===== config.mk =====
export PLATFORM = sky130hd
export DESIGN_NAME = lsu_bus_ctrl
export DESIGN_NICKNAME = d
export VERILOG_FILES = /design/src/rtl/lsu_bus_ctrl.sv
export SDC_FILE = /design/constraint.sdc
export NUM_CORES = 1
export LEC_CHECK = 0
export CAP_MARGIN = 25
export CORE_ASPECT_RATIO = 0.5
export CORE_MARGIN = 2
export CORE_UTILIZATION = 47
export DETAILED_ROUTE_END_ITERATION = 10
export PLACE_DENSITY = 0.73
export SLEW_MARGIN = 20
export SYNTH_ARGS = -nofsm -noshare
export SYNTH_HDL_FRONTEND = slang
export SYNTH_SLANG_ARGS = --single-unit

===== constraint.sdc =====
create_clock -name clk -period 2.7 [get_ports clk]
set_input_delay 0.675 -clock clk [delete_from_list [all_inputs] [get_ports clk]]
set_output_delay 0.675 -clock clk [all_outputs]
set_load 0.1 [all_outputs]

===== src/rtl/lsu_bus_ctrl.sv =====
// Load/store bus controller: holds one core request across bus wait states,
// splits misaligned accesses into byte beats (or faults them) and extends load data.
module lsu_bus_ctrl #(
    parameter int XLEN             = 32,
    parameter int TIMEOUT          = 255,
    parameter bit SPLIT_MISALIGNED = 1'b1
) (
    input  logic            clk,
    input  logic            rst,
    input  logic            req_valid,
    output logic            req_ready,
    input  logic            req_write,
    input  logic [2:0]      req_funct3,
    input  logic [XLEN-1:0] req_addr,
    input  logic [XLEN-1:0] req_wdata,
    output logic            rsp_valid,
    output logic [XLEN-1:0] rsp_rdata,
    output logic            rsp_err,
    output logic            stall,
    output logic [XLEN-1:0] DAD,
    output logic [XLEN-1:0] DDT_out,
    output logic            DDT_oe,
    input  logic [XLEN-1:0] DDT_in,
    output logic            MREQ,
    output logic            WRITE,
    output logic [1:0]      SIZE,
    input  logic            ACKD_n
);
    localparam int CW = (TIMEOUT > 0) ? $clog2(TIMEOUT + 1) : 1;

    typedef enum logic [1:0] {IDLE, BUS, GAP, RESP} state_t;

    state_t          state;
    logic            wr_q;
    logic [2:0]      f3_q;
    logic [XLEN-1:0] addr_q, wdata_q, acc_q;
    logic            split_q;
    logic [2:0]      beat_q, last_q;
    logic [CW-1:0]   wcnt_q;

    logic [3:0]      req_bytes;
    logic            req_illegal, req_aligned;
    logic [XLEN-1:0] acc_next, wsh;

    function automatic logic [1:0] size_code(input logic [1:0] w);
        case (w)
            2'd0:    return 2'b11;
            2'd1:    return 2'b01;
            2'd2:    return 2'b00;
            default: return 2'b10;
        endcase
    endfunction

    function automatic logic [XLEN-1:0] byte_mask(input logic [1:0] w);
        case (w)
            2'd0:    return XLEN'(8'hFF);
            2'd1:    return XLEN'(16'hFFFF);
            2'd2:    return XLEN'(32'hFFFF_FFFF);
            default: return '1;
        endcase
    endfunction

    function automatic logic [XLEN-1:0] load_extend(input logic [2:0] f3, input logic [XLEN-1:0] d);
        case (f3)
            3'b000:  return XLEN'($signed(d[7:0]));
            3'b001:  return XLEN'($signed(d[15:0]));
            3'b010:  return XLEN'($signed(d[31:0]));
            3'b100:  return XLEN'(d[7:0]);
            3'b101:  return XLEN'(d[15:0]);
            3'b110:  return XLEN'(d[31:0]);
            default: return d;
        endcase
    endfunction

    // 110 stays legal only as LWU on 64-bit loads; stores never take the unsigned codes
    always_comb begin
        req_bytes   = 4'd1 << req_funct3[1:0];
        req_illegal = (req_funct3 == 3'b111) || (req_write && req_funct3[2]) ||
                      (XLEN == 32 && (req_funct3 == 3'b011 || req_funct3 == 3'b110));
        req_aligned = (req_addr[2:0] & 3'(req_bytes - 4'd1)) == 3'd0;
    end

    // split loads gather one byte per beat at its little-endian slot
    assign acc_next = split_q ? (acc_q | (XLEN'(DDT_in[7:0]) << {beat_q, 3'b000})) : DDT_in;
    assign wsh      = wdata_q >> {beat_q, 3'b000};

    assign req_ready = (state == IDLE);
    assign stall     = (state == BUS) || (state == GAP) || (state == IDLE && req_valid);

    always_ff @(posedge clk or negedge rst) begin
        if (!rst) begin
            state     <= IDLE;
            wr_q      <= 1'b0;
            f3_q      <= '0;
            addr_q    <= '0;
            wdata_q   <= '0;
            acc_q     <= '0;
            split_q   <= 1'b0;
            beat_q    <= '0;
            last_q    <= '0;
            wcnt_q    <= '0;
            MREQ      <= 1'b0;
            WRITE     <= 1'b0;
            DDT_oe    <= 1'b0;
            DAD       <= '0;
            DDT_out   <= '0;
            SIZE      <= 2'b11;
            rsp_valid <= 1'b0;
            rsp_err   <= 1'b0;
            rsp_rdata <= '0;
        end else begin
            case (state)
                IDLE: if (req_valid) begin
                    wr_q    <= req_write;
                    f3_q    <= req_funct3;
                    addr_q  <= req_addr;
                    wdata_q <= req_wdata;
                    acc_q   <= '0;
                    beat_q  <= '0;
                    wcnt_q  <= '0;
                    split_q <= !req_aligned;
                    last_q  <= req_aligned ? 3'd0 : 3'(req_bytes - 4'd1);
                    if (req_illegal || (!req_aligned && !SPLIT_MISALIGNED)) begin
                        state     <= RESP;
                        rsp_valid <= 1'b1;
                        rsp_err   <= 1'b1;
                        rsp_rdata <= '0;
                    end else begin
                        state  <= BUS;
                        MREQ   <= 1'b1;
                        WRITE  <= req_write;
                        DDT_oe <= req_write;
                        DAD    <= req_addr;
                        if (req_aligned) begin
                            SIZE    <= size_code(req_funct3[1:0]);
                            DDT_out <= req_write ? (req_wdata & byte_mask(req_funct3[1:0])) : '0;
                        end else begin
                            SIZE    <= 2'b11;
                            DDT_out <= req_write ? XLEN'(req_wdata[7:0]) : '0;
                        end
                    end
                end
                BUS: begin
                    if (!ACKD_n) begin
                        wcnt_q <= '0;
                        MREQ   <= 1'b0;
                        WRITE  <= 1'b0;
                        DDT_oe <= 1'b0;
                        if (!wr_q) acc_q <= acc_next;
                        if (beat_q == last_q) begin
                            state     <= RESP;
                            rsp_valid <= 1'b1;
                            rsp_err   <= 1'b0;
                            rsp_rdata <= wr_q ? '0 : load_extend(f3_q, acc_next);
                        end else begin
                            state  <= GAP;
                            beat_q <= beat_q + 3'd1;
                        end
                    end else if (TIMEOUT != 0 && int'(wcnt_q) + 1 >= TIMEOUT) begin
                        state     <= RESP;
                        MREQ      <= 1'b0;
                        WRITE     <= 1'b0;
                        DDT_oe    <= 1'b0;
                        rsp_valid <= 1'b1;
                        rsp_err   <= 1'b1;
                        rsp_rdata <= '0;
                    end else if (wcnt_q != '1) begin
                        wcnt_q <= wcnt_q + 1'b1;
                    end
                end
                GAP: begin
                    state   <= BUS;
                    wcnt_q  <= '0;
                    MREQ    <= 1'b1;
                    WRITE   <= wr_q;
                    DDT_oe  <= wr_q;
                    DAD     <= addr_q + XLEN'(beat_q);
                    DDT_out <= wr_q ? XLEN'(wsh[7:0]) : '0;
                end
                default: begin
                    state     <= IDLE;
                    rsp_valid <= 1'b0;
                    rsp_err   <= 1'b0;
                    rsp_rdata <= '0;
                end
            endcase
        end
    end
endmodule


==> summary.txt <==
required time of the critical path - 3100 ps
vias in the first global route - 8,452
Rows - 38
total via count in the routed design - 8,514
total congestion overflow after global routing - 0
Mapped Avg Cell Area - 10.74 µm²
status - finished, final reports clean
Syn. warnings - 0
die height - 109.9 µm
portion of synthesized cell area occupied by the leading cell type - 51.56%
critical path depth - 8
final hold violation count - 0
net switching power - 9.889 mW
clock input transition at the sequential cells of the worst setup and hold paths - 70 ps
simple logic cell fraction of the synthesized area - 11.84%
Vias/cell - 5.620
cell count after placement - 1,478
quantity of hold-fixing buffers added after cts - 0
Avg WL per Cell - 18.83 µm
cell area after synthesis - 10,530 µm²
buffers added on ports - 208
critical path start-end classification - flip-flop to flip-flop
number of CTS-inserted buffers - 21
top-level I/O count - 209
sequential fraction of design power - 29.0%
cell type contributing the most total cell area after synthesis - sky130_fd_sc_hd__dfrtp_1
flip-flop and latch area - 5483 µm²
static leakage power - 6.070 nW
share of power burned in combinational logic - 56.0%
switching power as a share of total power - 51.00%
initial antenna violation count - 0
post-synthesis compound-gate area fraction - 17.11%
Die Area - 23,700 µm²
count of flip-flops with a built-in enable after synthesis - 0
final period utilization - 95.19%
cell with the most instances after synthesis - sky130_fd_sc_hd__dfrtp_1
number of H-tree branching levels - 1
share of total power in the clock network - 15.0%
Crit-path slowest cell - sky130_fd_sc_hd__dfrtp_1
portion of the post-synthesis area used by sequential elements - 52.06%
cell family contributing the most delay on the critical path - compound AO/OA/AOI/OAI gates
post-synthesis to final-layout area growth - 29.56%
antenna-violating nets left - 0
worst voltage drop across the vdd grid - 1246 µV
TritonCTS clock tree - done
Antenna diodes - 0
post-layout min period - 2570 ps
Critical Path End Type - flip-flop
HPWL reported at the end of detailed placement - 20,610 µm
commonest cells in the synthesized netlist - sky130_fd_sc_hd__dfrtp_1 (217), sky130_fd_sc_hd__nand2_1 (135), sky130_fd_sc_hd__o21ai_0 (107)
Synth Area in Adders - 2.328%
layout net count - 1,325
most frequently used flop master after synthesis - sky130_fd_sc_hd__dfrtp_1
largest driver fanout on the critical path - 32
post-synthesis async set-or-reset flop share - 100.0%
count of final max-slew check failures - 0
number of cells produced by synthesis - 981
area occupied by multi-input gates - 4741 µm²
post-detailed-route DRC marker count - 0
clock sinks - 219
Total Routed Length - 28,530 µm
Yosys cell types - 63
CTS Root Buffer Type - sky130_fd_sc_hd__clkbuf_16
RSZ-0062 raised after global routing - false
Post CTS Setup Buffer Count - 0
total negative slack - 0 ps
largest net degree at the start of global routing - 78
critical path's largest stage delay - 410 ps
worst-path cell chain - ha_2 > nand3_2 > or3_1 > a211o_1 > a22o_2 > or2_1 > buf_12 > a22o_1
type of element launching the critical path - flip-flop
global-route wire length before repair - 45,270 µm
pwr dens - 1421 nW/µm²
First DRT Iteration DRCs - 707
TritonRoute pass-1 iters - 5
Int Pwr - 9.501 mW
worst relative slew slack - 51.56%
Initial Util - 48.26%
mux share of post-synthesis cell area - 10.82%
count of endpoints failing setup in the final report - 0
number of storage elements in the synthesis netlist - 219
horizontal die dimension - 215.7 µm
syn nets - 1,104
maximum capacitance violations - 0
worst r2r path cells - 8
area of the placeable core - 21,820 µm²
Tot GR Track Use - 24.06%
buffer and inverter count on the worst path - 1
share of post-route cells with drive strength above 1 - 23.79%
largest family of logic cells by synthesized area - compound AO/OA/AOI/OAI gates
number of standard cells in the final layout excluding fillers - 1,515
worst setup skew after layout - 15.81 ps
fill cell count - 1,742
top cells by area in the synthesized netlist - sky130_fd_sc_hd__dfrtp_1 (52%), sky130_fd_sc_hd__mux2_2 (6.7%), sky130_fd_sc_hd__o21ai_0 (5.1%), sky130_fd_sc_hd__nand2_1 (4.8%), sky130_fd_sc_hd__a22o_1 (4.3%)
achievable frequency - 0.3891 GHz
Worst-Skew Late Latency - 510 ps
final weighted congestion of routability-driven global placement - 0.8210
XOR/XNOR share of the synthesized area - 2.578%
Hold/Removal Path Class - input port to asynchronous set/reset pin
Worst Tran Pin Value - 723.9 ps
arrival time of the worst setup path - 2970 ps
Max Buffers Root-to-Sink - 3
[registers in the layout, summed over array words and instances, names as in the netlist]
name,cells
wdata_q,32
state,2
DDT_out,32
WRITE,1
rsp_rdata,32
DAD,32
last_q,3
wr_q,1
rsp_err,1
beat_q,3
addr_q,32
split_q,1
rsp_valid,1
MREQ,1
f3_q,3
acc_q,32
SIZE,2
wcnt_q,8
[power by group through the flow]
stage	combinational, mW	clock (mW)	sequential, mW
global placement	10.7	0	5.60
floorplan	4.11	0	9.54
CTS	10.8	2.97	5.61
finish	10.9	2.91	5.62
detailed placement	10.8	0	5.66
global route	11.5	3.12	5.79
[final timing paths]
kind	start	to	slack [ps]
setup reg to reg	wcnt_q[1]	rsp_rdata[23]	130
setup / recovery	wcnt_q[1]	rsp_rdata[23]	130
max in group asynchronous	rst	DAD[14]	1860
hold / removal	rst	DDT_out[23]	90
min in group clk	DAD[0]	DAD[0]	480
hold reg to reg	DAD[0]	DAD[0]	480
[cell usage in the layout (no fill, tap or decap), types with 13 or more instances in the layout]
master / n
sky130_fd_sc_hd__dfrtp_1: 217
sky130_fd_sc_hd__buf_4: 148
sky130_fd_sc_hd__nand2_1: 135
sky130_fd_sc_hd__o21ai_0: 107
sky130_fd_sc_hd__clkdlybuf4s50_1: 102
sky130_fd_sc_hd__mux2_2: 63
sky130_fd_sc_hd__a22o_1: 52
sky130_fd_sc_hd__a21oi_1: 37
sky130_fd_sc_hd__nor2_1: 25
sky130_fd_sc_hd__mux2i_1: 25
sky130_fd_sc_hd__clkbuf_16: 21
sky130_fd_sc_hd__inv_1: 19
sky130_fd_sc_hd__o2bb2ai_1: 18
sky130_fd_sc_hd__nor3_1: 16
sky130_fd_sc_hd__nand3_1: 16
sky130_fd_sc_hd__xnor2_1: 16
sky130_fd_sc_hd__xor2_1: 15
sky130_fd_sc_hd__ha_1: 15
sky130_fd_sc_hd__nand4_1: 13
[what timing repair did]
item / CTS / global route
setup endpoints to repair: 0 / 18
endpoints found under the hold margin: 0 / 0
resized for setup: 0 / 3
[area by class of cell]
type                    instances  area share (%)
multi-input cells             681           34.74
clock inverters                 8          0.5226
repair buffers                260           16.94
inverters                      19          0.5226
well taps                     300           2.751
flip-flops and latches        219           40.18
clock buffers                  28           4.337
[cell families (layout without fill, tap and decap cells)]
group,after synthesis,after routing
adders and majority gates,19,19
xor gates and xnor gates,31,31
AOI/OAI and AO/OA,272,272
DFF,219,219
muxes,96,96
and+or+nand+nor,263,263
buffers and inverters,81,315
[metal layers]
layer	part of all wire [%]	routed length [µm]	GRT usage [%]	vias to the layer above
met4	2.2	630	6.749	0
met3	5.4	1550	4.039	43
met5	0	0	0	-
met2	46	13170	38.42	239
li1	-	-	-	3995
met1	46	13190	34.20	4237
[metrics by stage]
stage	hold slack, ps	instance area (µm²)	setup WS, ps	utilization [%]	power (mW)
2_1_floorplan	379.4	10540	-91.73	-	13.66
3_3_place_gp	463.6	12960	-141.4	59.38	16.26
3_5_place_dp	473.0	12960	-316.4	59.38	16.48
4_1_cts	125.4	13620	30.51	62.42	19.43
5_1_grt	146.4	13650	10.79	62.53	20.41
6_report	91.66	13650	129.9	62.53	19.39
[worst reg2reg max path, stage by stage (launching register included)]
cell and delay [ps]:
sky130_fd_sc_hd__dfrtp_1 410, sky130_fd_sc_hd__ha_2 280, sky130_fd_sc_hd__nand3_2 120, sky130_fd_sc_hd__or3_1 350
sky130_fd_sc_hd__a211o_1 360, sky130_fd_sc_hd__a22o_2 250, sky130_fd_sc_hd__or2_1 270, sky130_fd_sc_hd__buf_12 180
sky130_fd_sc_hd__a22o_1 260
Note: power is estimated with default switching activity, not from simulation.
